**config.mk**
```make
export PLATFORM = sky130hd
export DESIGN_NAME = lcu_op_queue
export DESIGN_NICKNAME = d
export VERILOG_FILES = /design/src/rtl/lcu_opq_pkg.sv /design/src/rtl/lcu_opq_fifo.sv /design/src/rtl/lcu_op_queue.sv
export SDC_FILE = /design/constraint.sdc
export NUM_CORES = 1
export LEC_CHECK = 0
export BUFFER_PORTS_ARGS = -buffer_cell sky130_fd_sc_hd__buf_4
export CAP_MARGIN = 30
export CORE_UTILIZATION = 40
export CTS_CLUSTER_DIAMETER = 80
export DETAILED_ROUTE_END_ITERATION = 10
export PLACE_DENSITY = 0.67
export SLEW_MARGIN = 20
export SYNTH_ARGS = -nofsm -noshare
export SYNTH_HDL_FRONTEND = slang
export SYNTH_SLANG_ARGS = --single-unit
```
**constraint.sdc**
```tcl
create_clock -name clk -period 2.3 [get_ports clk]
set_input_delay 0.345 -clock clk [delete_from_list [all_inputs] [get_ports clk]]
set_output_delay 0.345 -clock clk [all_outputs]
set_load 0.05 [all_outputs]
```
**src/rtl/lcu_opq_pkg.sv**
```systemverilog
// lcu_opq_pkg: shared types and bit positions for the lcu micro-operation queue.
package lcu_opq_pkg;
    localparam int Y_W = 23;
    localparam int Y1_B = 0, Y2_B = 1, Y3_B = 2, Y4_B = 3, Y5_B = 4, Y6_B = 5;
    localparam int Y7_B = 6, Y8_B = 7, Y9_B = 8, Y10_B = 9, Y11_B = 10, Y12_B = 11;
    localparam int Y13_B = 12, Y14_B = 13, Y15_B = 14, Y16_B = 15, Y17_B = 16;
    localparam int Y18_B = 17, Y19_B = 18, Y21_B = 19, Y22_B = 20, Y23_B = 21, Y24_B = 22;
    typedef logic [Y_W-1:0] lcu_op_t;
    localparam lcu_op_t DONE_MASK = lcu_op_t'((1 << Y17_B) | (1 << Y18_B) | (1 << Y19_B));
    function automatic logic is_last(input lcu_op_t w);
        return (w & DONE_MASK) == DONE_MASK;
    endfunction
endpackage

```
**src/rtl/lcu_opq_fifo.sv**
```systemverilog
// lcu_opq_fifo: power-of-two FIFO with occupancy; a push into a full FIFO is
// accepted only when a pop frees the slot in the same cycle.
module lcu_opq_fifo #(
    parameter int DEPTH = 4,
    parameter int W     = 23,
    localparam int AW   = $clog2(DEPTH),
    localparam int LW   = AW + 1
) (
    input  logic          clk,
    input  logic          rst,
    input  logic          i_push,
    input  logic          i_pop,
    input  logic [W-1:0]  i_din,
    output logic [W-1:0]  o_dout,
    output logic          o_full,
    output logic          o_empty,
    output logic [LW-1:0] o_level
);
    logic [W-1:0]  r_mem [DEPTH];
    logic [AW-1:0] r_wr, r_rd;
    logic [LW-1:0] r_level;
    logic          w_wr_en, w_rd_en;

    assign o_full  = r_level == LW'(DEPTH);
    assign o_empty = r_level == '0;
    assign o_level = r_level;
    assign o_dout  = r_mem[r_rd];
    assign w_rd_en = i_pop & ~o_empty;
    assign w_wr_en = i_push & (~o_full | w_rd_en);

    always_ff @(posedge clk or negedge rst) begin
        if (!rst) begin
            r_wr    <= '0;
            r_rd    <= '0;
            r_level <= '0;
        end else begin
            if (w_wr_en) r_wr <= r_wr + 1'b1;
            if (w_rd_en) r_rd <= r_rd + 1'b1;
            r_level <= r_level + LW'(w_wr_en) - LW'(w_rd_en);
        end
    end

    always_ff @(posedge clk) begin
        if (w_wr_en) r_mem[r_wr] <= i_din;
    end
endmodule

```
**src/rtl/lcu_op_queue.sv**
```systemverilog
// lcu_op_queue: queues non-zero lcu controller words and issues them over valid/ready.
// Optional LCU_OPQ_DEDUP_EN suppresses repeats of the previous edge's word.
module lcu_op_queue
    import lcu_opq_pkg::*;
#(
    parameter int DEPTH = 4,
    parameter int CNT_W = 16
) (
    input  logic                   clk,
    input  logic                   rst,
    input  logic [Y_W-1:0]         y_in,
    input  logic                   ovf_clr,
    input  logic                   op_ready,
    output logic                   op_valid,
    output logic [Y_W-1:0]         op_word,
    output logic                   op_last,
    output logic [$clog2(DEPTH):0] level,
    output logic                   ovf,
    output logic [CNT_W-1:0]       op_count,
    output logic                   seq_done
);
    lcu_op_t          w_head;
    logic             w_push, w_pop, w_full, w_empty;
    logic             r_ovf, r_seq_done;
    logic [CNT_W-1:0] r_count;

`ifdef LCU_OPQ_DEDUP_EN
    lcu_op_t r_prev_y;
    always_ff @(posedge clk or negedge rst) begin
        if (!rst) r_prev_y <= '0;
        else      r_prev_y <= y_in;
    end
    assign w_push = (y_in != '0) && (y_in != r_prev_y);
`else
    assign w_push = y_in != '0;
`endif

    lcu_opq_fifo #(.DEPTH(DEPTH), .W(Y_W)) u_fifo (
        .clk     (clk),
        .rst     (rst),
        .i_push  (w_push),
        .i_pop   (w_pop),
        .i_din   (y_in),
        .o_dout  (w_head),
        .o_full  (w_full),
        .o_empty (w_empty),
        .o_level (level)
    );

    assign op_valid = ~w_empty;
    assign op_word  = w_empty ? '0 : w_head;
    assign op_last  = ~w_empty & is_last(w_head);
    assign w_pop    = op_valid & op_ready;
    assign ovf      = r_ovf;
    assign op_count = r_count;
    assign seq_done = r_seq_done;

    // A drop (push while full, no pop) wins over a same-cycle clear.
    always_ff @(posedge clk or negedge rst) begin
        if (!rst) begin
            r_ovf      <= 1'b0;
            r_count    <= '0;
            r_seq_done <= 1'b0;
        end else begin
            if (w_push & w_full & ~w_pop) r_ovf <= 1'b1;
            else if (ovf_clr)             r_ovf <= 1'b0;
            if (w_pop && !(&r_count)) r_count <= r_count + 1'b1;
            r_seq_done <= w_pop & op_last;
        end
    end
endmodule

```
==> impl_results.md, run 1 <==
* Hold Path Sink: u_fifo.r_mem[3][2]
* HP Start: y_in[2]
* Number of remaining DRC errors at 10
* Core Region at 11560 um^2
* Most frequent standard cell in the layout excluding fill and tap cells: sky130_fd_sc_hd__edfxtp_1
* GP Congestion at 0.7474
* Crit path time final at 2253 ps
* Status: finished with violations
* Combined flip-flop and latch cell area at 3395 um^2
* CTS Buffer Depth at 2
* Synthesized-area fraction occupied by xor and xnor cells at 3.471%
* Part of the cycle the worst path needs at 97.94%
* Length of the first detailed-routing pass in iterations at 7
* Fraction of layout cells with a size suffix above 1 at 40.73%
* Via count of the first global-routing pass at 2748
* Inserted Diodes at 0
* Number of nets in the finished design at ~410
* Multi-input gate area in the final layout at 1331 um^2
* Violations in the final reports: DRC
* Synth cell types at 33
* Max-capacitance violation count at 0
* Root buffer cell: sky130_fd_sc_hd__clkbuf_16
* Die H at roughly 110 um
* Post-synthesis adder-cell area fraction at roughly 2.2%
* Startpoint type of the worst setup path: register
* Overflow left after global routing at 0
* Remaining antenna violation count at 0
* CP Max Fanout at 6
* Synth Net Count at between 300 and 400
* Number of port buffers at 72
* Number of CTS-inserted buffers at 17
* Hold Violations, Final at 0
* Share of the yosys chip area belonging to registers at 70.67%
* Count of warnings emitted by yosys at 0
* Share of the synthesized area in compound gates (AO/OA/AOI/OAI) at under 10%
* Most frequent cells in the layout: sky130_fd_sc_hd__edfxtp_1, sky130_fd_sc_hd__buf_4, sky130_fd_sc_hd__mux4_2, sky130_fd_sc_hd__nor2b_1, sky130_fd_sc_hd__dfrtp_1
* Maximum frequency from static timing analysis at 0.4439 GHz
* Syn Std Cell Area at roughly 4800 um^2
* Top Ports at 73
* DRC marker count from the first detailed-route iteration at 183
* Worst R2R Setup Slack at 210 ps
* # fillers at between 900 and 1k
* Detailed-route wire length per cell at 17.80 um
* # rows at 39
* Later-pin clock latency in the skew report at roughly 410 ps
* Number of pins exceeding their max-slew limit in the final report at 0
* Effective utilization at floorplan at 41.46%
* Max transition margin at 72.38%
* Largest net degree at the start of global routing at 26
* Clock tree from TritonCTS: yes
* Post-route cell area at 6336 um^2
* Relative area change from synthesis to final layout at 32.15%
* Average instance area after synthesis at 17.82 um^2
* Clock Sinks at roughly 120
* Cells on Worst Hold Path at 1
* Full die area at roughly 12000 um^2
* Category of the worst setup path capture point: output port
* Gate count of the mapped netlist at 269
* Multiplexer share of the synthesized area at 11.51%
* Post-detailed-placement half-perimeter wirelength at 6.108 mm
* H-tree depth at 4
* Worst min-delay path class: primary input to register
* Main combinational cell family by area after synthesis: multiplexers
* Final WL at 9.365 mm
* Register-to-Register Path Depth at 9
* Placement-stage cell area at 5662 um^2
* Required time reported for the critical path endpoint at 1960 ps
* Reg-to-reg endpoint: u_fifo.o_level[2]
* Number of antenna violations at the first check in global routing at 0
* RSZ-0062 raised after global routing: yes
* Final clock skew at approximately 15 ps
* Count of vias placed by the detailed router at 2663
* Overall die width at 111.5 um
* Detailed-route vias per instance at approximately 5.1
* Clock input transition at the sequential cells of the worst setup and hold paths at 50 ps
* Wire length of the first global-routing pass at 14.91 mm
* Final setup violation count at 0
* Launch point of the worst reg-to-reg path: u_fifo.o_level[2]
* Synthesized-area fraction occupied by and/or/nand/nor cells at under 10%
* Critical Setup Path Class: register to output port
* Worst endpoint data arrival time at 1910 ps
* Global-route usage over all layers at 16.54%
* Actual transition at the worst max-transition pin at between 400 and 500 ps
* #FFs+latches synth at 117
## cell type report
type                            instances  area share, %
Sequential cell                       117          53.57
Multi-Input combinational cell        132          21.01
Timing Repair Buffer                   91          12.46
Clock buffer                           17          6.714
Tap cell                              143          2.824
Clock inverter                         15          2.765
Inverter                               11         0.6517
## what timing repair did
item | in CTS | in global routing
setup endpoints to repair | 22 | 19
pin swaps | 0 | 1
endpoints found under the hold margin | 25 | 0
buffers inserted | 2 | 0
hold buffers | 1 | 0
gates resized for setup | 6 | 8
## cells by family after synthesis
kind of cell / after synthesis
compound gates: 6
xor+xnor: 19
fa+ha+maj: 8
buf+inv: 20
flops: 117
mux: 26
simple gates: 73
## stage by stage
step	worst slack (ps)	TNS (ps)	instances	util, %	hold WS (ps)
detailed placement	105.3	0	491	48.96	271.0
floorplan	43.54	0	269	-	49.41
finish	47.37	0	526	54.79	139.0
global route	-45.02	-347.5	526	54.79	118.8
CTS	0.8538	0	526	54.53	123.2
global placement	114.1	0	491	48.96	270.6
## layer usage
metal	track usage [%]	up-vias	wire length [um]
met4	6.577	0	73
met3	6.805	6	518
met5	0	-	0
met2	24.92	71	4630
li1	-	1239	-
met1	21.38	1347	4143
## synthesized netlist by cell type, drive strengths merged
cell / count / area [um^2]
ha: 7 / 87.58
nand2: 8 / 30.03
or4b: 1 / 10.01
clkbuf: 4 / 15.01
dfrtp: 25 / 625.6
o21a: 1 / 7.510
buf: 5 / 31.28
and3: 3 / 18.77
xor2: 10 / 87.58
o41ai: 1 / 27.53
nor4b: 3 / 26.28
inv: 11 / 41.29
o21ai: 1 / 5.000
nor3: 6 / 30.03
mux2: 3 / 33.78
mux4: 23 / 518.0
nor2b: 24 / 150.1
edfxtp: 92 / 2763
o22ai: 1 / 6.260
and2: 5 / 31.28
o2111ai: 1 / 8.760
fa: 1 / 20.02
xnor2: 9 / 78.83
nor4: 6 / 37.54
and4: 1 / 8.760
o31ai: 1 / 12.51
nand3: 5 / 25.02
nor2: 7 / 26.28
nand4: 4 / 31.28
## sequential cells by signal, indices dropped and copies added, names as in the netlist
| name | flops |
|---|---|
| seq_done | 1 |
| op_count | 16 |
| ovf | 1 |
| u_fifo.r_wr | 2 |
| u_fifo.r_rd | 2 |
| u_fifo.o_level | 3 |
| u_fifo.r_mem | 92 |
## critical path, cell delays in order, from the launching register on
cell,delay (ps)
sky130_fd_sc_hd__dfrtp_2,440
sky130_fd_sc_hd__buf_4,220
sky130_fd_sc_hd__mux4_2,510
sky130_fd_sc_hd__nor2b_1,150
sky130_fd_sc_hd__buf_4,190
## how the worst max path moves through the flow
stage | start | endpoint | slack (ps)
detailed placement | y_in[10] | u_fifo.o_level[2] | 110
global route | u_fifo.r_rd[0] | op_word[20] | -50
global placement | y_in[10] | u_fifo.o_level[1] | 110
floorplan | u_fifo.o_level[2] | u_fifo.o_level[2] | 40
CTS | u_fifo.r_rd[0] | op_word[9] | 0.9
finish | u_fifo.r_rd[0] | op_word[15] | 50
Power of run 1 is left out: the tool's default activity adds up to more than one toggle a clock period on the data nets, which glitch-free logic cannot reach.
==> run 2: changes to the inputs <==
--- a/config.mk
+++ b/config.mk
@@ -11,6 +11,7 @@
 export CTS_CLUSTER_DIAMETER = 80
 export DETAILED_ROUTE_END_ITERATION = 10
 export PLACE_DENSITY = 0.67
+export REMOVE_ABC_BUFFERS = 1
 export SLEW_MARGIN = 20
 export SYNTH_ARGS = -nofsm -noshare
 export SYNTH_HDL_FRONTEND = slang
==> run 2 against run 1 <==
- the flow still finishes with violations (DRC)
- fmax increased by 0.33%
- cell area increased by 0.63%
- sequential cell count unchanged
- clock skew decreased by 5.9 ps
- die area unchanged
- non-clock buffer count increased by 2
- worst hold slack improved by 11 ps
- sequential share of layout area decreased by 0.40 points
- global-route usage decreased by 0.22 points
- first-iteration DRC count decreased by 6.6%
- worst setup slack improved by 7.5 ps
==> impl_results.md, run 2 (synthesis gave the netlist of run 1 again) <==
* Remaining antenna violation count at 0 (unchanged)
* Worst setup slack after layout at 54.87 ps (+7.504 ps)
* Global routing met3 resource utilization at 5.607% (-1.2 points)
* Final clock skew at 9.296 ps (-5.871 ps)
* Count of vias placed by the detailed router at 2713 (+1.9%)
* Clock Sinks at 117 (unchanged)
* Required time reported for the critical path endpoint at 1960 ps (about the same)
* Combined flip-flop and latch cell area at 3391 um^2 (-0.11%)
* Final setup violation count at 0 (unchanged)
* Post-route insts no fill at 528 (+0.38%)
* Length of the first detailed-routing pass in iterations at 8 (+1)
* Count of buffer and inverter cells on the critical path at 3 (+1)
* Placement-stage cell area at 5605 um^2 (-0.99%)
* Number of remaining DRC errors at 2 (-8)
* Later-pin clock latency in the skew report at 400 ps (about the same)
* Detailed-route wire length per cell at 17.72 um (-0.47%)
* Detailed-route vias per instance at 5.138 (+1.5%)
* GP Congestion at 0.7641 (+2.2%)
* Cells along the critical path: buf_8 -> buf_12 -> mux4_2 -> and3_4 -> buf_6
* Full die area at 12430 um^2 (unchanged)
* Core Region at 11560 um^2 (unchanged)
* Most frequent cells in the layout: sky130_fd_sc_hd__edfxtp_1, sky130_fd_sc_hd__buf_4, sky130_fd_sc_hd__mux4_2, sky130_fd_sc_hd__nor2b_1, sky130_fd_sc_hd__dfrtp_1
* Part of the cycle the worst path needs at 97.61% (-0.33 points)
* Violations in the final reports: DRC
* # rows at 39 (unchanged)
* Via count of the first global-routing pass at 2782 (+1.2%)
* Number of nets in the finished design at 407 (+0.49%)
* Final WL at 9.356 mm (about the same)
* Top Usage Layer GRT: met2
* Category of the worst setup path capture point: output port
* Clock input transition at the sequential cells of the worst setup and hold paths at 60 ps (about the same)
* Overflow left after global routing at 0 (unchanged)
* Number of port buffers at 72 (unchanged)
* DP Worst Slack at 6.559 ps (-98.72 ps)
* Number of antenna violations at the first check in global routing at 0 (unchanged)
* CTS Buffer Depth at 2 (unchanged)
* Family with the most delay on the worst path: multiplexers
* Inserted Diodes at 0 (unchanged)
* Worst min-delay path class: primary input to register
* Relative area change from synthesis to final layout at 32.99%
* H-tree depth at 4 (unchanged)
* Worst endpoint data arrival time at 1900 ps (about the same)
* DRC marker count from the first detailed-route iteration at 171 (-6.6%)
* CP Max Fanout at 5 (-1)
* # fillers at 897 (-1.6%)
* Clock tree from TritonCTS: yes
* Max transition margin at 68.94% (-3.4 points)
* Post-route cell area at 6376 um^2 (+0.63%)
* Met1 capacity usage during global routing at 21.41% (+0.032 points)
* Number of pins exceeding their max-slew limit in the final report at 0 (unchanged)
* Fraction of layout cells with a size suffix above 1 at 40.52% (-0.21 points)
* Crit path max-delay cell type: sky130_fd_sc_hd__mux4_2
* Maximum frequency from static timing analysis at 0.4454 GHz (+0.33%)
* Crit path time final at 2245 ps (-7.504 ps)
* Worst R2R Setup Slack at 140 ps (-70 ps)
* Stage delay of the slowest cell on the critical path at 500 ps (about the same)
* Number of CTS-inserted buffers at 17 (unchanged)
* Overall die width at 111.5 um (unchanged)
* Global-route usage over all layers at 16.32% (-0.22 points)
* Die H at 111.5 um (unchanged)
* Post-detailed-placement half-perimeter wirelength at 6.025 mm (-1.4%)
* Startpoint type of the worst setup path: register
* Wire length of the first global-routing pass at 15.09 mm (+1.2%)
* RSZ-0062 raised after global routing: yes
* Actual transition at the worst max-transition pin at 461.7 ps (+53.15 ps)
* Effective utilization at floorplan at 41.46% (unchanged)
* Root buffer cell: sky130_fd_sc_hd__clkbuf_16
* Post-Place Cells at 491 (unchanged)
* Biggest register: u_fifo.r_mem
* Largest net degree at the start of global routing at 26 (unchanged)
* Top Ports at 73 (unchanged)
* Multi-input gate area in the final layout at 1344 um^2 (+0.94%)
* Status: finished with violations
* Global routing met2 resource utilization at 25.29% (+0.38 points)
* Most frequent standard cell in the layout excluding fill and tap cells: sky130_fd_sc_hd__edfxtp_1
* Number of flip-flops under the largest register name at 92 (unchanged)
* Hold Violations, Final at 0 (unchanged)
* Critical Setup Path Class: register to output port
* Max-capacitance violation count at 0 (unchanged)
run 2: changes by cell type in the layout (fill, tap and decap cells not counted), sizes merged:
cell	before	now
buf	90	92
clkinvlp	2	3
bufinv	3	5
clkinv	5	2
run 2: repair_timing:
item                       4_1_cts  5_1_grt
hold buffers                     1        0
setup endpoints to repair       16       21
setup buffers                    3        1
resized for setup                4       14
hold endpoints to repair        25        0
run 2: metal layers:
| layer | share of wire, % | wire [um] |
|---|---|---|
| met5 | 0 | 0 |
| met4 | 0.95 | 89 |
| met3 | 5.9 | 554 |
| met2 | 50 | 4640 |
| met1 | 44 | 4071 |
run 2: per-stage QoR:
step	setup TNS, ps	util [%]	hold WS, ps
global route	-40.96	55.13	132.4
CTS	-66.43	54.50	136.3
floorplan	-15910	-	49.41
detailed placement	0	48.47	270.2
global placement	-25.72	48.47	269.1
finish	0	55.13	149.7
run 2: layout make-up:
| cell class | count | share of cell area, % |
|---|---|---|
| Tap cell | 143 | 2.806 |
| Clock buffer | 17 | 6.672 |
| Inverter | 11 | 0.6476 |
| Timing Repair Buffer | 93 | 12.11 |
| Clock inverter | 15 | 3.513 |
| Multi-Input combinational cell | 132 | 21.08 |
| Sequential cell | 117 | 53.18 |
run 2: path summary, 6_finish.rpt:
check	from	end	cells after the start
setup / recovery	u_fifo.r_rd[0]	op_last	5
hold / removal	y_in[10]	u_fifo.r_mem[0][10]	1
setup reg to reg	u_fifo.o_level[1]	u_fifo.o_level[2]	9
hold reg to reg	op_count[15]	op_count[15]	1
max in group asynchronous	rst	u_fifo.o_level[1]	2
min in group asynchronous	rst	op_count[7]	2
Power of run 2 is left out for the same reason.
